**src/rtl/systolic_pkg.sv**
```systemverilog
// Shared types and constants for the weight-stationary systolic array sequencer.
package systolic_pkg;

  typedef enum logic [2:0] {
    ST_IDLE,
    ST_W_FETCH,
    ST_LOAD_W,
    ST_X_FETCH,
    ST_COMPUTE,
    ST_DRAIN,
    ST_DONE
  } state_t;

  localparam logic [1:0] MODE_IDLE = 2'b00;
  localparam logic [1:0] MODE_LOAD = 2'b01;
  localparam logic [1:0] MODE_COMP = 2'b10;

  // Cycles needed after the last vector enters until the final column result exits.
  function automatic int drain_len(input int rows, input int cols);
    return rows + cols - 1;
  endfunction

endpackage

```
**src/rtl/systolic_array_ctrl_colvalid.sv**
```systemverilog
// Per-column result-valid window: column c is final for num_vec cycles starting at t=ROWS+c.
module ctrl_colvalid_gen
  import systolic_pkg::*;
#(
  parameter int ROWS  = 8,
  parameter int COLS  = 8,
  parameter int VEC_W = 10
) (
  input  logic [VEC_W:0]   t,
  input  logic [VEC_W-1:0] num_vec,
  input  logic             active,
  output logic [COLS-1:0]  out_valid
);

  logic [VEC_W:0] lo;

  always_comb begin
    out_valid = '0;
    lo        = '0;
    for (int c = 0; c < COLS; c++) begin
      lo = (VEC_W + 1)'(ROWS + c);
      // Upper bound written as strict less-than so num_vec=0 cannot underflow.
      out_valid[c] = active && (t >= lo) && (t < lo + {1'b0, num_vec});
    end
  end

endmodule

```
**src/rtl/systolic_array_ctrl.sv**
```systemverilog
// Sequencer for the weight-stationary systolic array: weight load, vector streaming, drain.
//   state      | meaning
//   ST_IDLE    | waiting for start
//   ST_W_FETCH | first weight read (bottom row) issued
//   ST_LOAD_W  | weights shift down the PE rows, one row per cycle
//   ST_X_FETCH | first activation read issued
//   ST_COMPUTE | vectors streamed into the array
//   ST_DRAIN   | partial sums flushed out of the array
//   ST_DONE    | one-cycle done pulse
module systolic_array_ctrl
  import systolic_pkg::*;
#(
  parameter int ROWS   = 8,
  parameter int COLS   = 8,
  parameter int VEC_W  = 10,
  parameter int ROW_AW = $clog2(ROWS)
) (
  input  logic              clk,
  input  logic              rst,
  input  logic              start,
  input  logic [VEC_W-1:0]  num_vec,
  input  logic              reuse_w,
  input  logic              stall,
  output logic              busy,
  output logic              done,
  output logic [1:0]        mode_ctrl,
  output logic              w_rd_en,
  output logic [ROW_AW-1:0] w_rd_addr,
  output logic              weight_ready_in,
  output logic              x_rd_en,
  output logic [VEC_W-1:0]  x_rd_addr,
  output logic              x_valid,
  output logic [COLS-1:0]   out_valid
);

  localparam int TW = VEC_W + 1;
  localparam logic [TW-1:0]     ONE        = TW'(1);
  localparam logic [TW-1:0]     DRAIN_OFF  = TW'(drain_len(ROWS, COLS) - 1);
  localparam logic [ROW_AW-1:0] LAST_ROW   = ROW_AW'(ROWS - 1);

  state_t             state;
  logic [VEC_W-1:0]   num_vec_q;
  logic [ROW_AW-1:0]  w_idx;
  logic [TW-1:0]      t;
  logic               weights_loaded;

  logic [TW-1:0] nv_ext;
  logic [TW-1:0] t_next;
  logic          active;

  assign nv_ext = {1'b0, num_vec_q};
  assign t_next = t + ONE;
  assign active = ((state == ST_COMPUTE) || (state == ST_DRAIN)) && !stall;

  always_ff @(posedge clk or posedge rst) begin
    if (rst) begin
      state          <= ST_IDLE;
      num_vec_q      <= '0;
      w_idx          <= '0;
      t              <= '0;
      weights_loaded <= 1'b0;
    end else begin
      case (state)
        ST_IDLE: begin
          t <= '0;
          if (start) begin
            num_vec_q <= num_vec;
            state     <= (reuse_w && weights_loaded) ? ST_X_FETCH : ST_W_FETCH;
          end
        end
        ST_W_FETCH: begin
          w_idx <= '0;
          state <= ST_LOAD_W;
        end
        ST_LOAD_W: begin
          if (w_idx == LAST_ROW) begin
            weights_loaded <= 1'b1;
            state          <= (num_vec_q == '0) ? ST_DONE : ST_X_FETCH;
          end else begin
            w_idx <= w_idx + 1'b1;
          end
        end
        ST_X_FETCH: begin
          t     <= '0;
          state <= (num_vec_q == '0) ? ST_DONE : ST_COMPUTE;
        end
        ST_COMPUTE: begin
          if (!stall) begin
            t <= t_next;
            if (t == nv_ext - ONE) state <= ST_DRAIN;
          end
        end
        ST_DRAIN: begin
          if (!stall) begin
            t <= t_next;
            if (t == nv_ext + DRAIN_OFF) state <= ST_DONE;
          end
        end
        ST_DONE: state <= ST_IDLE;
        default: state <= ST_IDLE;
      endcase
    end
  end

  always_comb begin
    busy            = (state != ST_IDLE);
    done            = (state == ST_DONE);
    weight_ready_in = (state == ST_LOAD_W);
    mode_ctrl       = MODE_IDLE;
    if (state == ST_LOAD_W) mode_ctrl = MODE_LOAD;
    else if (active)        mode_ctrl = MODE_COMP;

    w_rd_en   = 1'b0;
    w_rd_addr = '0;
    if (state == ST_W_FETCH) begin
      w_rd_en   = 1'b1;
      w_rd_addr = LAST_ROW;
    end else if (state == ST_LOAD_W && w_idx != LAST_ROW) begin
      // Rows are fetched bottom-up so the first row loaded shifts furthest down.
      w_rd_en   = 1'b1;
      w_rd_addr = ROW_AW'(ROWS - 2) - w_idx;
    end

    x_rd_en   = 1'b0;
    x_rd_addr = '0;
    x_valid   = 1'b0;
    if (state == ST_X_FETCH) begin
      x_rd_en = 1'b1;
    end else if (state == ST_COMPUTE) begin
      x_rd_addr = VEC_W'(t_next);
      x_rd_en   = !stall && (t_next < nv_ext);
      x_valid   = !stall;
    end
  end

  ctrl_colvalid_gen #(
    .ROWS  (ROWS),
    .COLS  (COLS),
    .VEC_W (VEC_W)
  ) u_colvalid (
    .t         (t),
    .num_vec   (num_vec_q),
    .active    (active),
    .out_valid (out_valid)
  );

endmodule

```
**config.mk**
```make
export PLATFORM = sky130hd
export DESIGN_NAME = systolic_array_ctrl
export DESIGN_NICKNAME = d
export VERILOG_FILES = /design/src/rtl/systolic_pkg.sv /design/src/rtl/systolic_array_ctrl_colvalid.sv /design/src/rtl/systolic_array_ctrl.sv
export SDC_FILE = /design/constraint.sdc
export NUM_CORES = 1
export LEC_CHECK = 0
export BUFFER_PORTS_ARGS = -buffer_cell sky130_fd_sc_hd__buf_2
export CORE_MARGIN = 2
export CORE_UTILIZATION = 28
export DETAILED_ROUTE_END_ITERATION = 8
export PLACE_DENSITY = 0.54
export SLEW_MARGIN = 20
export SYNTH_ARGS = -nofsm -noshare
export SYNTH_HDL_FRONTEND = slang
export SYNTH_HIERARCHICAL = 1
export SYNTH_SLANG_ARGS = --single-unit
```
**constraint.sdc**
```tcl
create_clock -name clk -period 7.85 [get_ports clk]
set_input_delay 1.57 -clock clk [delete_from_list [all_inputs] [get_ports clk]]
set_output_delay 1.57 -clock clk [all_outputs]
set_load 0.03 [all_outputs]
```
==> impl_metrics.yaml, run 1 <==
drt:
  drtIter0Drc: 419
  remaining_drc_errors: 0
  num_vias: 5042
  post_drt_wl_per_cell_um: 18.04
  viasPerCell: 5.381
  wirelength_mm: 16.90
  drtPass1Iterations: 4
  ant_nets: 0
power_and_ir_drop:
  p_comb_share_pct: 80.6
  seq_power_share_pct: 13.1
  power.density_nw_per_um2: 327.2
  totalPowerFinal_mw: 1.919
  internal_power_mw: 0.8354
  p_sw_mw: 1.084
  ir_drop_v: 0.0002257
  p_leak_nw: 2.790
  p_clk_share_pct: 6.3
  swShare_pct: 56.47
die:
  rows: 50
  core_um2: 18710
  die_area_um2: 20240
  initial_utilization_pct: 28.62
  fp.dieW_um: 142.3
  die_y_um: 142.3
  ios: 44
critical_path:
  cp_top_family: "compound AO/OA/AOI/OAI gates"
  cp_data_arrival_time_ns: 3.59
  cp_max_fo: 20
  startpoint_type: "flop"
  path_class: "flop to output port"
  cp.required_ns: 6.28
  cp_cell_sequence: "buf_4 -> clkinv_1 -> ha_1 -> a31oi_1 -> xor2_1 -> ha_1 -> nand4_1 -> a21oi_1 -> a2111oi_2 -> o21a_1 -> buf_2"
  worstPathBufferInverterCount: 3
  cp_slowest_cell: "a2111oi_2"
  slowest_delay_ns: 0.48
  critical_path.most_common_cell: "ha_1"
  cp-end-kind: "output port"
yosys:
  ys.warnings.count: 6
  synth-seq-cells: 28
  synthesis.area_um2: 5353
  synth_top_area_share_pct: 24.78
  syn_inst: 672
  yosysSeqAreaShare_pct: 13.09
  syn_nets: 793
  syn_area_per_cell_um2: 7.965
  synthArstFlopShare_pct: 100.0
  synthFlopType: "dfrtp_1"
  synth_cell_type_count: 65
  synth_edf_count: 0
  yosys-top-cells-area: "ha_1, dfrtp_1, xnor2_1"
  synth_top_cell_by_area: "ha_1"
cells_and_area:
  multi_input_area_um2: 4327
  final_common_cell: "ha_1"
  nets: 826
  syn2layout_area_growth_pct: 9.584
  mostFrequentLayoutCells: "ha_1, nor2_1, xnor2_1, nand2_1, buf_2"
  n_fill_cell: 2012
  num_antenna_cells: 0
  regArea_um2: 700.7
  drive_gt1_share_pct: 11.81
cts:
  cts_max_path_buffers: 2
  cts_root_buf: "clkbuf_16"
  clock_latency_ns: 0.27
  postCtsHoldBufs: 0
  cts.repair.resized: 0
  cts_tree: "yes"
  path_clk_slew_ns: 0.07
  htree_levels: 1
  cts_made_buffers: 3
  cts_setup_buffers: 0
  cts_sinks: 28
timing:
  fin_setup_tns_ns: 0
  rsz0062_at_grt: "no"
  period_share_pct: 65.77
  fmax_ghz: 0.1937
  finalMaxSlewViolations: 0
  worstMarginPinSlew_ns: 0.8813
  setup_viol: 0
  fin_skew_ns: 0.003921
  finalCriticalPeriod_ns: 5.163
  setup_ws_ns: 2.687
  hold_viol: 0
  maxSlewHeadroom_pct: 41.25
place:
  globalplace.congestion: 0.8492
  place_worst_setup_slack_ns: 2.950
  port_buffers: 43
  hpwl_mm: 12.00
global_route:
  grt.total_usage_pct: 16.74
  grt_pass1_wl_mm: 26.99
  antenna_found_initial: 0
  grt_start_max_net_pins: 29
  grt_pass1_vias: 4915
  grt_overflow: 0
hold_path:
  worstHoldPathType: "flop to flop"
status:
  outcome: "completed"
flow_run:
  drv_cap: 0
flip-flops by register name, summed over array words and instances (netlist names):
register / cells
weights_loaded: 1
t: 11
num_vec_q: 10
state: 3
w_idx: 3
Yosys cell counts (all sizes together), types with 6 or more instances:
cell	instances
a21o	20
a21oi	37
a31oi	9
and3	10
buf	20
clkbuf	11
dfrtp	28
ha	106
inv	35
nand2	50
nand2b	19
nand3	16
nand4	20
nor2	59
nor2b	15
nor3	8
nor4	6
o211ai	7
o21a	8
o21ai	43
or3	7
xnor2	52
xor2	31
power groups by stage:
stage	sequential, mW	clock [mW]	combinational [mW]
finish	0.251	0.121	1.55
global route	0.260	0.126	1.72
CTS	0.250	0.123	1.54
detailed placement	0.253	0	1.53
global placement	0.253	0	1.52
floorplan	0.249	0	1.17
final cells by class:
type,instances,share of cell area [%]
Multi-Input combinational cell,577,73.76
Timing Repair Buffer,59,5.717
Tap cell,234,4.991
Sequential cell,28,11.95
Clock buffer,3,1.280
Inverter,36,2.304
kinds of logic (layout without fill, tap and decap cells):
logic type | count (synthesis) | count (layout) | share of synthesized area [%]
AND/OR/NAND/NOR | 222 | 222 | 21.25
AO/OA/AOI/OAI | 162 | 162 | 20.48
adder cells (fa/ha/maj) | 106 | 106 | 24.78
XOR/XNOR | 83 | 83 | 13.58
buffers and inverters | 67 | 98 | 6.077
flip-flops | 28 | 28 | 13.09
multiplexers | 4 | 4 | 0.7480
metrics by stage:
step / instances / hold slack, ns / instance area [µm²] / util, %
floorplan: 672 / 0.4286 / 5353 / -
global placement: 934 / 0.4447 / 5791 / 30.96
detailed placement: 934 / 0.4544 / 5791 / 30.96
CTS: 937 / 0.4709 / 5866 / 31.36
global route: 937 / 0.4807 / 5866 / 31.36
finish: 937 / 0.4722 / 5866 / 31.36
routing by layer:
layer	GRT usage, %	vias to the layer above	part of all wire [%]
met4	3.632	0	1.3
met5	0	-	0
met1	23.86	2415	49
met3	0.9085	16	4.7
met2	27.89	146	45
li1	-	2465	-
final timing paths:
check | slack, ns | cells past startpoint | from | end
worst max-delay path | 2.69 | 11 | num_vec_q[3] | out_valid[1]
worst min-delay path | 0.47 | 1 | weights_loaded | weights_loaded
worst max register to register | 5.03 | 8 | num_vec_q[1] | state[0]
worst min register to register | 0.47 | 1 | weights_loaded | weights_loaded
max in group asynchronous | 6.18 | 3 | rst | num_vec_q[2]
min in group asynchronous | 1.37 | 3 | rst | w_idx[1]
worst register-to-register path: stages (launching register included):
cell	delay [ns]
dfrtp_1	0.73
inv_1	0.24
ha_1	0.36
xnor2_1	0.13
a2111oi_0	0.35
o21ai_1	0.18
nor3_2	0.20
a41oi_2	0.19
a211o_1	0.32
No activity file was read; power rests on OpenSTA's default activity.
==> run 2, diff against run 1 <==
==> constraint.sdc (replaced) <==
create_clock -name clk -period 5.1 [get_ports clk]
set_input_delay 1.02 -clock clk [delete_from_list [all_inputs] [get_ports clk]]
set_output_delay 1.02 -clock clk [all_outputs]
set_load 0.03 [all_outputs]
==> run 2 against run 1 <==
Final cell count rose by 0.53%. Clock skew about the same. Count of clock-buffer cells in the layout grew 1. Register-to-register slack worse by 2.6 ns.
==> impl_metrics.yaml, run 2 (synthesized netlist as in run 1, its figures left out) <==
global_route:
  antenna_found_initial: 0
  grt_start_max_net_pins: 29
  grt_overflow: 0
  grt_pass1_wl_mm: 26.70
  grt.total_usage_pct: 16.44
  grt_pass1_vias: 4795
critical_path:
  startpoint_type: "flop"
  cp_data_arrival_time_ns: 3.45
  cp_slowest_cell: "dfrtp_1"
  cp-end-kind: "output port"
  path_class: "flop to output port"
  slowest_delay_ns: 0.70
  cp_cell_sequence: "ha_1 -> nand3_1 -> nor3_1 -> xor2_1 -> ha_1 -> a21o_1 -> a2111oi_0 -> nand3_1 -> o22ai_1 -> buf_2"
  cp_max_fo: 15
  cp.required_ns: 4.08
place:
  placed_area_um2: 5821
  port_buffers: 43
  hpwl_mm: 12.56
  globalplace.congestion: 0.8653
flow_run:
  drv_cap: 0
die:
  core_um2: 18710
  die_y_um: 142.3
  ios: 44
  fp.dieW_um: 142.3
  die_area_um2: 20240
  initial_utilization_pct: 28.62
  rows: 50
cts:
  path_clk_slew_ns: 0.07
  postCtsHoldBufs: 0
  htree_levels: 1
  clock_latency_ns: 0.27
  cts_root_buf: "clkbuf_16"
  cts_max_path_buffers: 2
  cts.repair.resized: 0
  cts_setup_buffers: 0
  cts_sinks: 28
  cts_tree: "yes"
  cts_made_buffers: 3
timing:
  fin_skew_ns: 0.003808
  finalMaxSlewViolations: 0
  fin_setup_tns_ns: 0
  fmax_ghz: 0.2236
  rsz0062_at_grt: "no"
  setup_viol: 0
  hold_viol: 0
  period_share_pct: 87.70
  finalCriticalPeriod_ns: 4.473
  maxSlewHeadroom_pct: 40.77
  worstMarginPinSlew_ns: 0.8885
power_and_ir_drop:
  swShare_pct: 55.62
  ir_drop_v: 0.0002906
  internal_power_mw: 1.313
  p_sw_mw: 1.646
  seq_power_share_pct: 14.1
  p_leak_nw: 2.818
  p_comb_share_pct: 79.2
  power.density_nw_per_um2: 500.8
  p_clk_share_pct: 6.7
cells_and_area:
  regArea_um2: 700.7
  syn2layout_area_growth_pct: 10.40
  reg.largest.list: "t x11, num_vec_q x10"
  nets: 830
  largest_reg_flops: 11
  final_common_cell: "ha_1"
  postLayoutCellArea_um2: 5909
  fin_util_pct: 31.59
  regMostFlops: "t"
  num_antenna_cells: 0
  mostFrequentLayoutCells: "ha_1, nor2_1, xnor2_1, nand2_1, buf_2"
  multi_input_area_um2: 4327
  n_fill_cell: 1970
  drive_gt1_share_pct: 12.43
status:
  outcome: "completed"
drt:
  num_vias: 4933
  drtIter0Drc: 315
  viasPerCell: 5.237
  ant_nets: 0
  wirelength_mm: 16.36
  post_drt_wl_per_cell_um: 17.37
  drtPass1Iterations: 8
  remaining_drc_errors: 0
hold_path:
  worstHoldPathType: "flop to flop"
## run 2: path summary, 6_finish.rpt
kind                                      from              to  slack (ns)  depth (start not counted)
worst max-delay path                      t[0]         x_rd_en        0.63                         10
worst min-delay path            weights_loaded  weights_loaded        0.46                          1
worst max register to register        state[2]            t[8]        2.45                          6
worst min register to register  weights_loaded  weights_loaded        0.46                          1
max in group asynchronous                  rst    num_vec_q[6]        4.00                          3
min in group asynchronous                  rst        w_idx[1]        0.82                          3
## run 2: power by group through the flow
stage | Sequential [mW] | Clock [mW] | Combinational [mW]
final | 0.418 | 0.198 | 2.34
after global routing | 0.434 | 0.210 | 2.63
after CTS | 0.416 | 0.201 | 2.34
after detailed placement | 0.421 | 0 | 2.32
after global placement | 0.420 | 0 | 2.33
after floorplan | 0.383 | 0 | 1.80
## run 2: stage by stage
step	power (mW)	hold slack, ns	std cells	setup slack, ns
3_3_place_gp	2.746	0.4539	938	1.027
2_1_floorplan	2.185	0.4286	672	1.043
4_1_cts	2.958	0.4697	942	0.6690
5_1_grt	3.274	0.4968	942	0.4028
3_5_place_dp	2.742	0.4534	938	0.9719
6_report	2.960	0.4623	942	0.6271
## run 2: cell type report
cell class | instances | area share (%)
Multi-Input combinational cell | 577 | 73.22
Sequential cell | 28 | 11.86
Timing Repair Buffer | 63 | 6.183
Tap cell | 234 | 4.954
Inverter | 36 | 2.287
Clock buffer | 4 | 1.503
## run 2: layer usage
| metal | GRT usage [%] | up-vias | part of all wire, % |
|---|---|---|---|
| met5 | 0 | - | 0 |
| li1 | - | 2487 | - |
| met4 | 1.474 | 0 | 0.50 |
| met1 | 23.65 | 2315 | 50 |
| met3 | 0.9421 | 7 | 3.6 |
| met2 | 28.10 | 124 | 46 |
## run 2: worst max-delay path: cells and delay by family, from the launching register on
family / cells / cell delay (ns)
and+or+nand+nor: 3 / 0.75
AOI/OAI and AO/OA: 3 / 0.72
DFF: 1 / 0.70
adders and majority gates: 2 / 0.56
xor gates and xnor gates: 1 / 0.23
buffers and inverters: 1 / 0.23
